**src/rtl/seq_pkg.sv**
```systemverilog
// Shared definitions for the sequence detector slice.
// State encoding and default word width.
package seq_pkg;

  localparam int SEQ_WORD_W = 8;

  localparam logic [1:0] ST_IDLE   = 2'd0;
  localparam logic [1:0] ST_SHIFT  = 2'd1;
  localparam logic [1:0] ST_PARITY = 2'd2;

endpackage

```
**src/rtl/seq_serializer.sv**
```systemverilog
// Parallel-to-serial front end for the sequence detector, MSB first.
// Define SEQ_SERIALIZER_PARITY_EN to append an even-parity bit per word.
module seq_serializer
  import seq_pkg::*;
#(
  parameter int   WIDTH    = SEQ_WORD_W,
  parameter logic IDLE_BIT = 1'b0
) (
  input  logic             clk,
  input  logic             rst,
  input  logic [WIDTH-1:0] din,
  input  logic             din_valid,
  output logic             din_ready,
  output logic             ser_out,
  output logic             ser_valid,
  output logic             frame_start,
  output logic             frame_end,
  output logic             busy
);

  localparam int CW = $clog2(WIDTH);

  logic [1:0]       state, state_n;
  logic [WIDTH-1:0] sreg, sreg_n;
  logic [CW-1:0]    cnt, cnt_n;
  logic             so_n, sv_n, fs_n, fe_n;
  logic             take;
`ifdef SEQ_SERIALIZER_PARITY_EN
  logic             par, par_n;
`endif

  assign busy = (state != ST_IDLE);
  assign take = din_valid && din_ready;

  // Accept a new word when idle or when the current frame ends this cycle
  always_comb begin
    din_ready = 1'b0;
    if (rst) begin
      unique case (1'b1)
        state == ST_IDLE: din_ready = 1'b1;
`ifdef SEQ_SERIALIZER_PARITY_EN
        state == ST_PARITY: din_ready = 1'b1;
`else
        state == ST_SHIFT: din_ready = (cnt == '0);
`endif
        default: din_ready = 1'b0;
      endcase
    end
  end

  // Next state, shifter and registered serial outputs
  always_comb begin
    state_n = state;
    sreg_n  = sreg;
    cnt_n   = cnt;
    so_n    = IDLE_BIT;
    sv_n    = 1'b0;
    fs_n    = 1'b0;
    fe_n    = 1'b0;
`ifdef SEQ_SERIALIZER_PARITY_EN
    par_n   = par;
`endif
    if (take) begin
      state_n = ST_SHIFT;
      sreg_n  = din << 1;
      cnt_n   = CW'(WIDTH - 1);
      so_n    = din[WIDTH-1];
      sv_n    = 1'b1;
      fs_n    = 1'b1;
`ifdef SEQ_SERIALIZER_PARITY_EN
      par_n   = ^din;
`endif
    end else begin
      unique case (1'b1)
        state == ST_SHIFT && cnt != '0: begin
          sreg_n = sreg << 1;
          cnt_n  = cnt - CW'(1);
          so_n   = sreg[WIDTH-1];
          sv_n   = 1'b1;
`ifndef SEQ_SERIALIZER_PARITY_EN
          fe_n   = (cnt == CW'(1));
`endif
        end
        state == ST_SHIFT && cnt == '0: begin
`ifdef SEQ_SERIALIZER_PARITY_EN
          state_n = ST_PARITY;
          so_n    = par;
          sv_n    = 1'b1;
          fe_n    = 1'b1;
`else
          state_n = ST_IDLE;
`endif
        end
        default: state_n = ST_IDLE;
      endcase
    end
  end

  // State and output registers, cleared immediately on reset
  always_ff @(posedge clk or negedge rst) begin
    if (!rst) begin
      state       <= ST_IDLE;
      sreg        <= '0;
      cnt         <= '0;
      ser_out     <= IDLE_BIT;
      ser_valid   <= 1'b0;
      frame_start <= 1'b0;
      frame_end   <= 1'b0;
`ifdef SEQ_SERIALIZER_PARITY_EN
      par         <= 1'b0;
`endif
    end else begin
      state       <= state_n;
      sreg        <= sreg_n;
      cnt         <= cnt_n;
      ser_out     <= so_n;
      ser_valid   <= sv_n;
      frame_start <= fs_n;
      frame_end   <= fe_n;
`ifdef SEQ_SERIALIZER_PARITY_EN
      par         <= par_n;
`endif
    end
  end

endmodule
```
**config.mk**
```make
export PLATFORM = sky130hd
export DESIGN_NAME = seq_serializer
export DESIGN_NICKNAME = d
export VERILOG_FILES = /design/src/rtl/seq_pkg.sv /design/src/rtl/seq_serializer.sv
export SDC_FILE = /design/constraint.sdc
export NUM_CORES = 1
export LEC_CHECK = 0
export ABC_AREA = 0
export BUFFER_PORTS_ARGS = -buffer_cell sky130_fd_sc_hd__buf_4
export CORE_AREA = 2 2 51 53
export DETAILED_ROUTE_END_ITERATION = 10
export DIE_AREA = 0 0 53 55
export PLACE_DENSITY = 0.46
export SLEW_MARGIN = 0
export SYNTH_ARGS = -nofsm -noshare
export SYNTH_HDL_FRONTEND = slang
export SYNTH_SLANG_ARGS = --single-unit
```
**constraint.sdc**
```tcl
create_clock -name clk -period 3.7 [get_ports clk]
set_input_delay 1.11 -clock clk [delete_from_list [all_inputs] [get_ports clk]]
set_output_delay 1.11 -clock clk [all_outputs]
set_load 0.01 [all_outputs]
```
==> reports/qor.csv, run 1 <==
stage,metric,value,unit
sta,Max Slew Vio Count,0,
die,row cnt,18,
global_routing,grt total ovfl,0,
cts,CTS tree,built,
detailed_routing,routed wire length,1.167,mm
sta,final setup fails,0,
yosys,largest family of logic cells by synthesized area,simple AND/OR/NAND/NOR gates,
yosys,syn nets,68,
cts,post-CTS setup buffers,0,
cells_and_area,Diodes inserted,0,
global_routing,initial antenna violation count,0,
setup_path,arrival time of the worst setup path,1630,ps
cts,cts repair resizes,0,
yosys,asr flop ratio synth,1.000,
cts,root buf cell,clkbuf_4,
yosys,xor and xnor area share after synthesis,0,
yosys,ys flop type,dfrtp_1,
cts,H-tree depth,1,
global_routing,first-pass GRT wire length,2.007,mm
sta,Clock Skew,2.559,ps
setup_path,Critical Path End Type,output pin,
sta,TNS Setup,0,ps
yosys,Post-Synth Simple-Gate Area,0.1839,
flow_run,max cap viols,0,
yosys,Avg Synthesized Cell Area,12.35,um2
cts,CTS Buf Count,3,
sta,minimum clock period,2743,ps
die,Die W,53,um
worst_hold_path,kind of path behind the tightest hold check,reg2reg,
place,IO buf count,16,
power_and_ir_drop,Leak Pwr,0.4312,nW
setup_path,critical path class,reg2out,
place,Setup Slack @ Placement,972.1,ps
sta,Tcrit/Tclk final,0.7414,
sta,Peak Freq,364.5,MHz
detailed_routing,iteration-0 DRC count of the detailed router,3,
yosys,unique cell type count in the Yosys netlist,20,
yosys,adder-cell area share of the yosys netlist,0.05629,
power_and_ir_drop,Power Total,0.6420,mW
sta,relative slew slack,0.7779,
yosys,Post-Synthesis Cells,54,
yosys,Synth Warn #,0,
setup_path,WP data required,2590,ps
detailed_routing,vias per cell,4.388,
global_routing,Global Route Usage Sum,0.09959,
cts,Clock Latency Late Sink,270,ps
die,I/O pins,17,
die,Die Y-Extent,55,um
yosys,synthesized cell area,666.9,um2
cells_and_area,area delta synth->final,26.08,%
place,post-DP HPWL,844.9,um
sta,post-layout worst setup margin,956.8,ps
cts,CTS max path bufs,2,
global_routing,vias in the first global route,436,
cells_and_area,fin util,0.3556,
cells_and_area,Final nets,88,
place,gpl congestion,0.6708,
die,Initial Util,0.2820,
cells_and_area,fraction of layout cells with a size suffix above 1,0.3836,
power_and_ir_drop,power density cells,763.6,mW/mm2
sta,unrepaired setup endpoints after global routing,no,
detailed_routing,drt wl/cell,11.33,um
global_routing,largest net degree at the start of global routing,18,
detailed_routing,Antenna Nets Post-Route,0,
yosys,Compound-Gate Fraction of Synth Area,0.1463,
yosys,#FFs+latches synth,15,
yosys,post-synthesis sequential area ratio,0.5629,
cts,Clock Sinks,15,
detailed_routing,drt first pass iters,4,
sta,worst hold margin,506.9,ps
detailed_routing,via count,452,
die,core area,0.002365,mm2
yosys,number of flops mapped to enable cells by yosys,0,
outcome,status,"finished, final reports clean",
die,die area,0.002915,mm2
power_and_ir_drop,VDD IR-drop max,0.0003366,V
setup_path,crit-path max FO,8,
cts,clk slew on worst S/H paths,90,ps
yosys,multiplexer share of the synthesized area,0,
sta,Hold Fails Final Rpt,0,
cts,"Hold-fix buffers, CTS",0,
setup_path,type of origin of the critical path,register,
sta,Slew @ Worst Pin,332.8,ps
detailed_routing,Post-route DRC,0,
-- cell usage after synthesis (2+ instances only) --
cell | n | share of area
dfrtp_1 | 15 | 0.56
and2_1 | 7 | 0.066
a221o_1 | 6 | 0.090
inv_1 | 5 | 0.028
ha_1 | 3 | 0.056
o21ai_0 | 3 | 0.023
nand2_1 | 2 | 0.011
-- power breakdown --
group | total (mW) | internal (mW) | switching, mW
clock | 0.0894 | 0.0400 | 0.0494
sequential | 0.270 | 0.235 | 0.0357
combinational | 0.282 | 0.142 | 0.140
total | 0.642 | 0.417 | 0.225
-- cells in the final DEF, fill, tap and decap left out --
master and n:
a21oi_1 1, a221o_1 6, a22o_2 1, and2_1 7, and2_4 1, and3_2 1
buf_4 16, clkbuf_4 3, clkinv_2 1, dfrtp_1 15, ha_1 3, inv_1 5
inv_2 1, nand2_1 2, nand2_4 1, nand2b_4 1, nand3_1 1, nor2_2 1
nor2b_4 1, nor3_1 1, o211ai_1 1, o21ai_0 3
-- worst max-delay path: stages, from the launching register on --
cell,delay (ps)
dfrtp_1,400
inv_1,60
ha_1,190
ha_1,220
nand2b_4,190
and2_1,170
buf_4,130
-- metal layers --
layer,track usage,wire length [um]
met1,0.1315,551
met2,0.1438,538
met3,0.02688,57
met4,0.06410,19
met5,0,0
-- worst paths after layout --
kind                       startpoint         to  slack, ps  depth (start not counted)
max                            cnt[0]  din_ready        960                          6
min                           sreg[3]    sreg[3]        510                          1
max reg2reg                    cnt[0]    sreg[4]       2020                          7
min reg2reg                   sreg[3]    sreg[3]        510                          1
max in group asynchronous         rst     cnt[2]       2840                          1
min in group asynchronous         rst    sreg[3]        680                          1
-- kinds of logic (layout without fill, tap and decap cells) --
group / Yosys count / after routing
buffers and inverters: 7 / 26
flip-flops: 15 / 15
AND/OR/NAND/NOR: 17 / 17
adder cells (fa/ha/maj): 3 / 3
AO/OA/AOI/OAI: 12 / 12
-- layout make-up --
cell class	count	area, um2
sequential	15	375.4
timing repair buffer	16	120.1
clock inverter	1	5.005
multi-input combinational	32	257.7
fill	256	1524
inverter	6	22.52
tap	30	37.54
clock buffer	3	22.52
-- sequential cells by signal, indices dropped and copies added, names as in the netlist --
name and flops:
sreg 7, cnt 3, frame_end 1, frame_start 1, ser_out 1, ser_valid 1
state 1
-- per-stage QoR --
stage	instances	instance area (um2)
2_1_floorplan	54	666.9
3_3_place_gp	99	813.3
3_5_place_dp	99	813.3
4_1_cts	103	840.8
5_1_grt	103	840.8
6_report	103	840.8
Power figures use the tool's default switching activity.
==> run 2, diff against run 1 <==
ABC_AREA = 1   (was 0)
CORE_AREA = 2 2 52 54   (was 2 2 51 53)
DIE_AREA = 0 0 54 56   (was 0 0 53 55)
PLACE_DENSITY = 0.47   (was 0.46)
clock period = 2.7 ns   (was 3.7 ns; I/O delays follow)
==> run 2 against run 1 <==
Against the previous run:
- final area grew 4.5%
- worst setup slack worse by 670 ps
- sequential cell count unchanged
- critical path type unchanged
- largest power group unchanged
- highest routed layer unchanged
==> reports/qor.csv, run 2 <==
stage,metric,value,unit
outcome,status,"finished, final reports clean",
sta,TNS Setup,0,ps
setup_path,"slowest stage delay, CP",370,ps
detailed_routing,via count,553,
yosys,Post-Synthesis Cells,78,
setup_path,crit-path max FO,12,
setup_path,WP data required,1890,ps
cells_and_area,Final nets,111,
power_and_ir_drop,Power Total,0.8352,mW
cts,CTS max path bufs,2,
sta,Tcrit/Tclk final,0.8933,
yosys,Synth Warn #,0,
setup_path,Critical Path End Type,output pin,
worst_hold_path,kind of path behind the tightest hold check,reg2reg,
detailed_routing,drt first pass iters,5,
sta,relative slew slack,0.8195,
cts,clk slew on worst S/H paths,90,ps
setup_path,type of origin of the critical path,register,
global_routing,Global Route Usage Sum,0.1151,
yosys,ys flop type,dfrtp_1,
yosys,Synth area leaders,"dfrtp_1 52%, nand2_1 14%, ha_1 5.2%",
setup_path,critical path class,reg2out,
yosys,Avg Synthesized Cell Area,9.192,um2
yosys,syn nets,92,
detailed_routing,vias per cell,4.389,
sta,minimum clock period,2412,ps
sta,worst hold margin,485.4,ps
power_and_ir_drop,VDD IR-drop max,0.0003976,V
cts,H-tree depth,1,
setup_path,reg-to-reg endpoint,cnt[2],
cells_and_area,fin util,0.3611,
setup_path,"setup slack, reg-to-reg",1080,ps
detailed_routing,iteration-0 DRC count of the detailed router,4,
place,gpl congestion,0.6889,
worst_hold_path,Hold Path Depth,2,
setup_path,CP dominant cell by count,inv_1,
cells_and_area,"commonest non-fill, non-tap cell in the layout",nand2_1,
sta,Slew @ Worst Pin,270.8,ps
cells_and_area,max reg flops,7,
detailed_routing,Antenna Nets Post-Route,0,
die,Die W,54,um
yosys,top cell type by total area after synthesis,dfrtp_1,
detailed_routing,Post-route DRC,0,
yosys,asr flop ratio synth,1.000,
die,Die Y-Extent,56,um
die,row cnt,18,
yosys,post-synthesis sequential area ratio,0.5236,
global_routing,initial antenna violation count,0,
global_routing,grt total ovfl,0,
detailed_routing,drt wl/cell,10.77,um
yosys,#FFs+latches synth,15,
yosys,unique cell type count in the Yosys netlist,18,
die,I/O pins,17,
cells_and_area,"Non-Filler Cell Area, Final",878.3,um2
cts,post-CTS setup buffers,0,
sta,unrepaired setup endpoints after global routing,no,
sta,Max Slew Vio Count,0,
cts,Clock Latency Late Sink,280,ps
detailed_routing,routed wire length,1.357,mm
cts,CTS Buf Count,3,
cts,cts repair resizes,0,
place,post-DP HPWL,958.8,um
yosys,most frequent cell after synthesis,nand2_1,
flow_run,max cap viols,0,
sta,final setup fails,0,
setup_path,"Cell Chain, Critical Path","inv_1, ha_1, ha_1, inv_1, nand2_2, inv_1, nor2_1, buf_4",
cts,Clock Sinks,15,
setup_path,arrival time of the worst setup path,1600,ps
yosys,number of flops mapped to enable cells by yosys,0,
sta,Clock Skew,2.890,ps
setup_path,r2r worst-path depth,10,
cells_and_area,area delta synth->final,22.51,%
global_routing,first-pass GRT wire length,2.497,mm
die,Initial Util,0.2948,
cells_and_area,Post-Layout Cell Count,126,
global_routing,largest net degree at the start of global routing,23,
cells_and_area,number of fill cells in the layout,272,
worst_hold_path,Hold Path Origin,sreg[1],
yosys,post-synth top area share,0.5236,
sta,post-layout worst setup margin,288.2,ps
worst_hold_path,Hold Path Sink,sreg[1],
yosys,top post-synthesis cells by count,"26 x nand2_1, 15 x dfrtp_1, 6 x inv_1, 6 x nand4_1, 5 x nand3_1",
cts,"Hold-fix buffers, CTS",0,
power_and_ir_drop,power density cells,950.8,mW/mm2
setup_path,FF-to-FF Start,cnt[0],
setup_path,Crit-path slowest cell,dfrtp_1,
place,placed cells,122,
cells_and_area,biggest regs,"sreg (7), cnt (3)",
cells_and_area,most frequent cells in the layout,"26 x nand2_1, 18 x buf_4, 15 x dfrtp_1, 6 x inv_1, 6 x nand4_1",
die,die area,0.003024,mm2
sta,Hold Fails Final Rpt,0,
cells_and_area,Largest Register,sreg,
cells_and_area,Diodes inserted,0,
cells_and_area,fraction of layout cells with a size suffix above 1,0.2917,
yosys,synthesized cell area,716.9,um2
place,IO buf count,16,
cts,root buf cell,clkbuf_4,
place,Setup Slack @ Placement,593.8,ps
cts,CTS tree,built,
die,core area,0.002432,mm2
global_routing,vias in the first global route,545,
sta,Peak Freq,414.6,MHz
power_and_ir_drop,Leak Pwr,0.4664,nW
place,DP Area,852.1,um2
## run 2: cell types whose count changed after synthesis, sizes merged, moves of 2 or more
cell   previous run  this run
a221o             6         0
and2              8         0
buf               1         4
inv               6         9
nand2             3        27
nand3             1         6
nand4             0         6
o21a              0         2
## run 2: how the worst max path moves through the flow
stage | start | end | cells after the start | slack [ps]
final | cnt[0] | din_ready | 8 | 290
after global routing | cnt[0] | din_ready | 8 | 60
after CTS | cnt[0] | din_ready | 8 | 270
after detailed placement | cnt[0] | din_ready | 8 | 590
after global placement | cnt[0] | din_ready | 8 | 640
after floorplan | cnt[0] | din_ready | 8 | 690
## run 2: area by class of cell
type / count / area, um2 / area share
Sequential cell: 15 / 375.4 / 0.4274
Multi-Input combinational cell: 50 / 267.8 / 0.3048
Timing Repair Buffer: 18 / 135.1 / 0.1538
Tap cell: 30 / 37.54 / 0.04274
Inverter: 9 / 36.28 / 0.04131
Clock buffer: 4 / 26.28 / 0.02991
## run 2: cell families after synthesis
group	Yosys count	share of synthesized area
AOI/OAI and AO/OA	6	0.06457
buffers and inverters	13	0.1030
and+or+nand+nor	41	0.2565
DFF	15	0.5236
adders and majority gates	3	0.05236
## run 2: critical path: cells and delay by family (launching register included)
| family | cells | cell delay, ps |
|---|---|---|
| buffers and inverters | 4 | 380 |
| adders and majority gates | 2 | 370 |
| DFF | 1 | 370 |
| and+or+nand+nor | 2 | 200 |
## run 2: power by group
group | switching (mW) | internal [mW]
combinational | 0.203 | 0.154
clock | 0.0717 | 0.0573
sequential | 0.0396 | 0.310
## run 2: per-layer routing
metal,share of wire,vias to the layer above,global-route usage,wire [um]
met5,0,-,0,0
met4,0.0066,0,0.03214,9
met3,0.048,2,0.04839,65
met2,0.47,14,0.1725,642
met1,0.47,251,0.1495,639
li1,-,286,-,-
==> run 3, diff against run 2 <==
CORE_AREA = 2 2 41 43   (was 2 2 52 54)
DIE_AREA = 0 0 43 45   (was 0 0 54 56)
PLACE_DENSITY = 0.71   (was 0.47)
==> run 3 against run 2 <==
Against the previous run:
- global-route usage grew 4.8 points
- count of clock-buffer cells in the layout shrank 1
- via count grew 2.7%
- largest cell class unchanged
- utilization grew 23 points
- routed wire length shrank 7.7%
- die area shrank 36%
- total power grew 0.24%
- critical path depth is the same
- hold slack lost 7.6 ps
- sequential share of layout area grew 0.62 points
==> reports/qor.csv, run 3 (synthesized netlist as in run 2, its figures left out) <==
stage,metric,value,unit
setup_path,CP bufs+invs,4,
place,post-DP HPWL,916.8,um
global_routing,vias in the first global route,517,
cells_and_area,area delta synth->final,20.77,%
cells_and_area,Diodes inserted,0,
setup_path,crit-path max FO,12,
die,Die W,43,um
setup_path,"Cell Chain, Critical Path","inv_1, ha_1, ha_1, inv_1, nand2_2, clkinvlp_4, nor2_1, buf_4",
global_routing,initial antenna violation count,0,
sta,Peak Freq,403.1,MHz
outcome,status,"finished, final reports clean",
die,row cnt,14,
global_routing,first-pass GRT wire length,2.304,mm
detailed_routing,vias per cell,5.071,
setup_path,critical path class,reg2out,
cts,Clock Latency Late Sink,290,ps
sta,minimum clock period,2481,ps
sta,unrepaired setup endpoints after global routing,no,
setup_path,"slowest stage delay, CP",390,ps
detailed_routing,drt first pass iters,4,
setup_path,type of origin of the critical path,register,
cells_and_area,Largest Register,sreg,
setup_path,family with the most delay on the worst path,buffers and inverters,
cts,Clock Sinks,15,
global_routing,grt total ovfl,0,
power_and_ir_drop,power density cells,966.9,mW/mm2
detailed_routing,iteration-0 DRC count of the detailed router,5,
flow_run,max cap viols,0,
sta,final setup fails,0,
cts,CTS max path bufs,2,
cells_and_area,FF/Latch Area,375.4,um2
cells_and_area,most frequent cells in the layout,"26 x nand2_1, 18 x buf_4, 15 x dfrtp_1, 6 x nand4_1",
cts,root buf cell,clkbuf_4,
sta,Max Slew Vio Count,0,
sta,Slew @ Worst Pin,272.5,ps
setup_path,Crit-path slowest cell,dfrtp_1,
detailed_routing,Post-route DRC,0,
power_and_ir_drop,VDD IR-drop max,0.0004922,V
die,Die Y-Extent,45,um
cells_and_area,"commonest non-fill, non-tap cell in the layout",nand2_1,
detailed_routing,Antenna Nets Post-Route,0,
cells_and_area,biggest regs,"sreg (7), cnt (3)",
cells_and_area,Multi-input gate area,267.8,um2
sta,post-layout worst setup margin,219.2,ps
worst_hold_path,kind of path behind the tightest hold check,reg2reg,
sta,Tcrit/Tclk final,0.9188,
cts,"Hold-fix buffers, CTS",0,
die,I/O pins,17,
cells_and_area,number of fill cells in the layout,143,
place,placed cells,107,
sta,Clock Skew,3.899,ps
global_routing,Global Route Usage Sum,0.1630,
setup_path,Critical Path End Type,output pin,
cts,clk slew on worst S/H paths,90,ps
place,gpl congestion,0.7460,
sta,Hold Fails Final Rpt,0,
detailed_routing,via count,568,
detailed_routing,routed wire length,1.252,mm
sta,relative slew slack,0.8177,
cts,CTS Buf Count,3,
power_and_ir_drop,Leak Pwr,0.4666,nW
cells_and_area,Final nets,111,
cells_and_area,max reg flops,7,
detailed_routing,drt wl/cell,11.18,um
sta,TNS Setup,0,ps
cts,CTS tree,built,
cts,H-tree depth,1,
global_routing,largest net degree at the start of global routing,23,
place,Setup Slack @ Placement,370.9,ps
place,IO buf count,16,
setup_path,arrival time of the worst setup path,1670,ps
die,die area,0.001935,mm2
die,core area,0.001471,mm2
die,Initial Util,0.4872,
setup_path,WP data required,1890,ps
cells_and_area,fraction of layout cells with a size suffix above 1,0.3125,
cells_and_area,Post-Layout Cell Count,112,
run 3: changes by cell type in the layout (fill, tap and decap cells not counted), sizes merged:
cell	delta
clkbuf	-1
inv	-1
clkinv	+1
clkinvlp	+1
run 3: routing by layer:
metal | GRT usage | vias to the layer above | wire [um]
met5 | 0 | - | 0
met3 | 0.03600 | 5 | 56
met2 | 0.2758 | 13 | 638
li1 | - | 283 | -
met1 | 0.2021 | 267 | 524
met4 | 0.07273 | 0 | 33
run 3: layout make-up:
type | instances | share of cell area
sequential | 15 | 0.4335
multi-input combinational | 50 | 0.3092
timing repair buffer | 18 | 0.1561
inverter | 9 | 0.04624
clock buffer | 3 | 0.02601
tap | 16 | 0.02312
clock inverter | 1 | 0.005780
run 3: timing repair:
item                                    in CTS  in global routing
setup buffers                                0                  1
endpoints found under the setup margin       0                  1
gates resized for setup                      0                  1
run 3: worst paths after layout:
check                             start   endpoint  slack, ps  cells after the start
worst max register to register   cnt[0]    sreg[6]       1030                     11
max in group asynchronous           rst    sreg[6]       1990                      2
min in group asynchronous           rst   state[0]        490                      2
worst min-delay path            sreg[1]    sreg[1]        480                      2
worst max-delay path             cnt[0]  din_ready        220                      8
worst min register to register  sreg[1]    sreg[1]        480                      2
run 3: metrics by stage:
step,total power [mW],utilization,cell area [um2],hold slack [ps]
finish,0.8372,0.5884,865.8,477.9
global route,0.9148,0.5884,865.8,500.8
CTS,0.8273,0.5808,854.6,489.4
detailed placement,0.6968,0.5621,827.0,467.2
global placement,0.6862,0.5621,827.0,465.2
floorplan,0.6178,-,716.9,442.2
run 3: tightest hold or removal path, delay by kind of cell, from the launching register on:
| family | cells | cell delay (ps) |
|---|---|---|
| simple gates | 2 | 100 |
| flops | 1 | 350 |
run 3: power breakdown:
group / internal (mW) / switching (mW) / total (mW)
clock: 0.0551 / 0.0761 / 0.131
combinational: 0.154 / 0.203 / 0.357
sequential: 0.310 / 0.0390 / 0.349
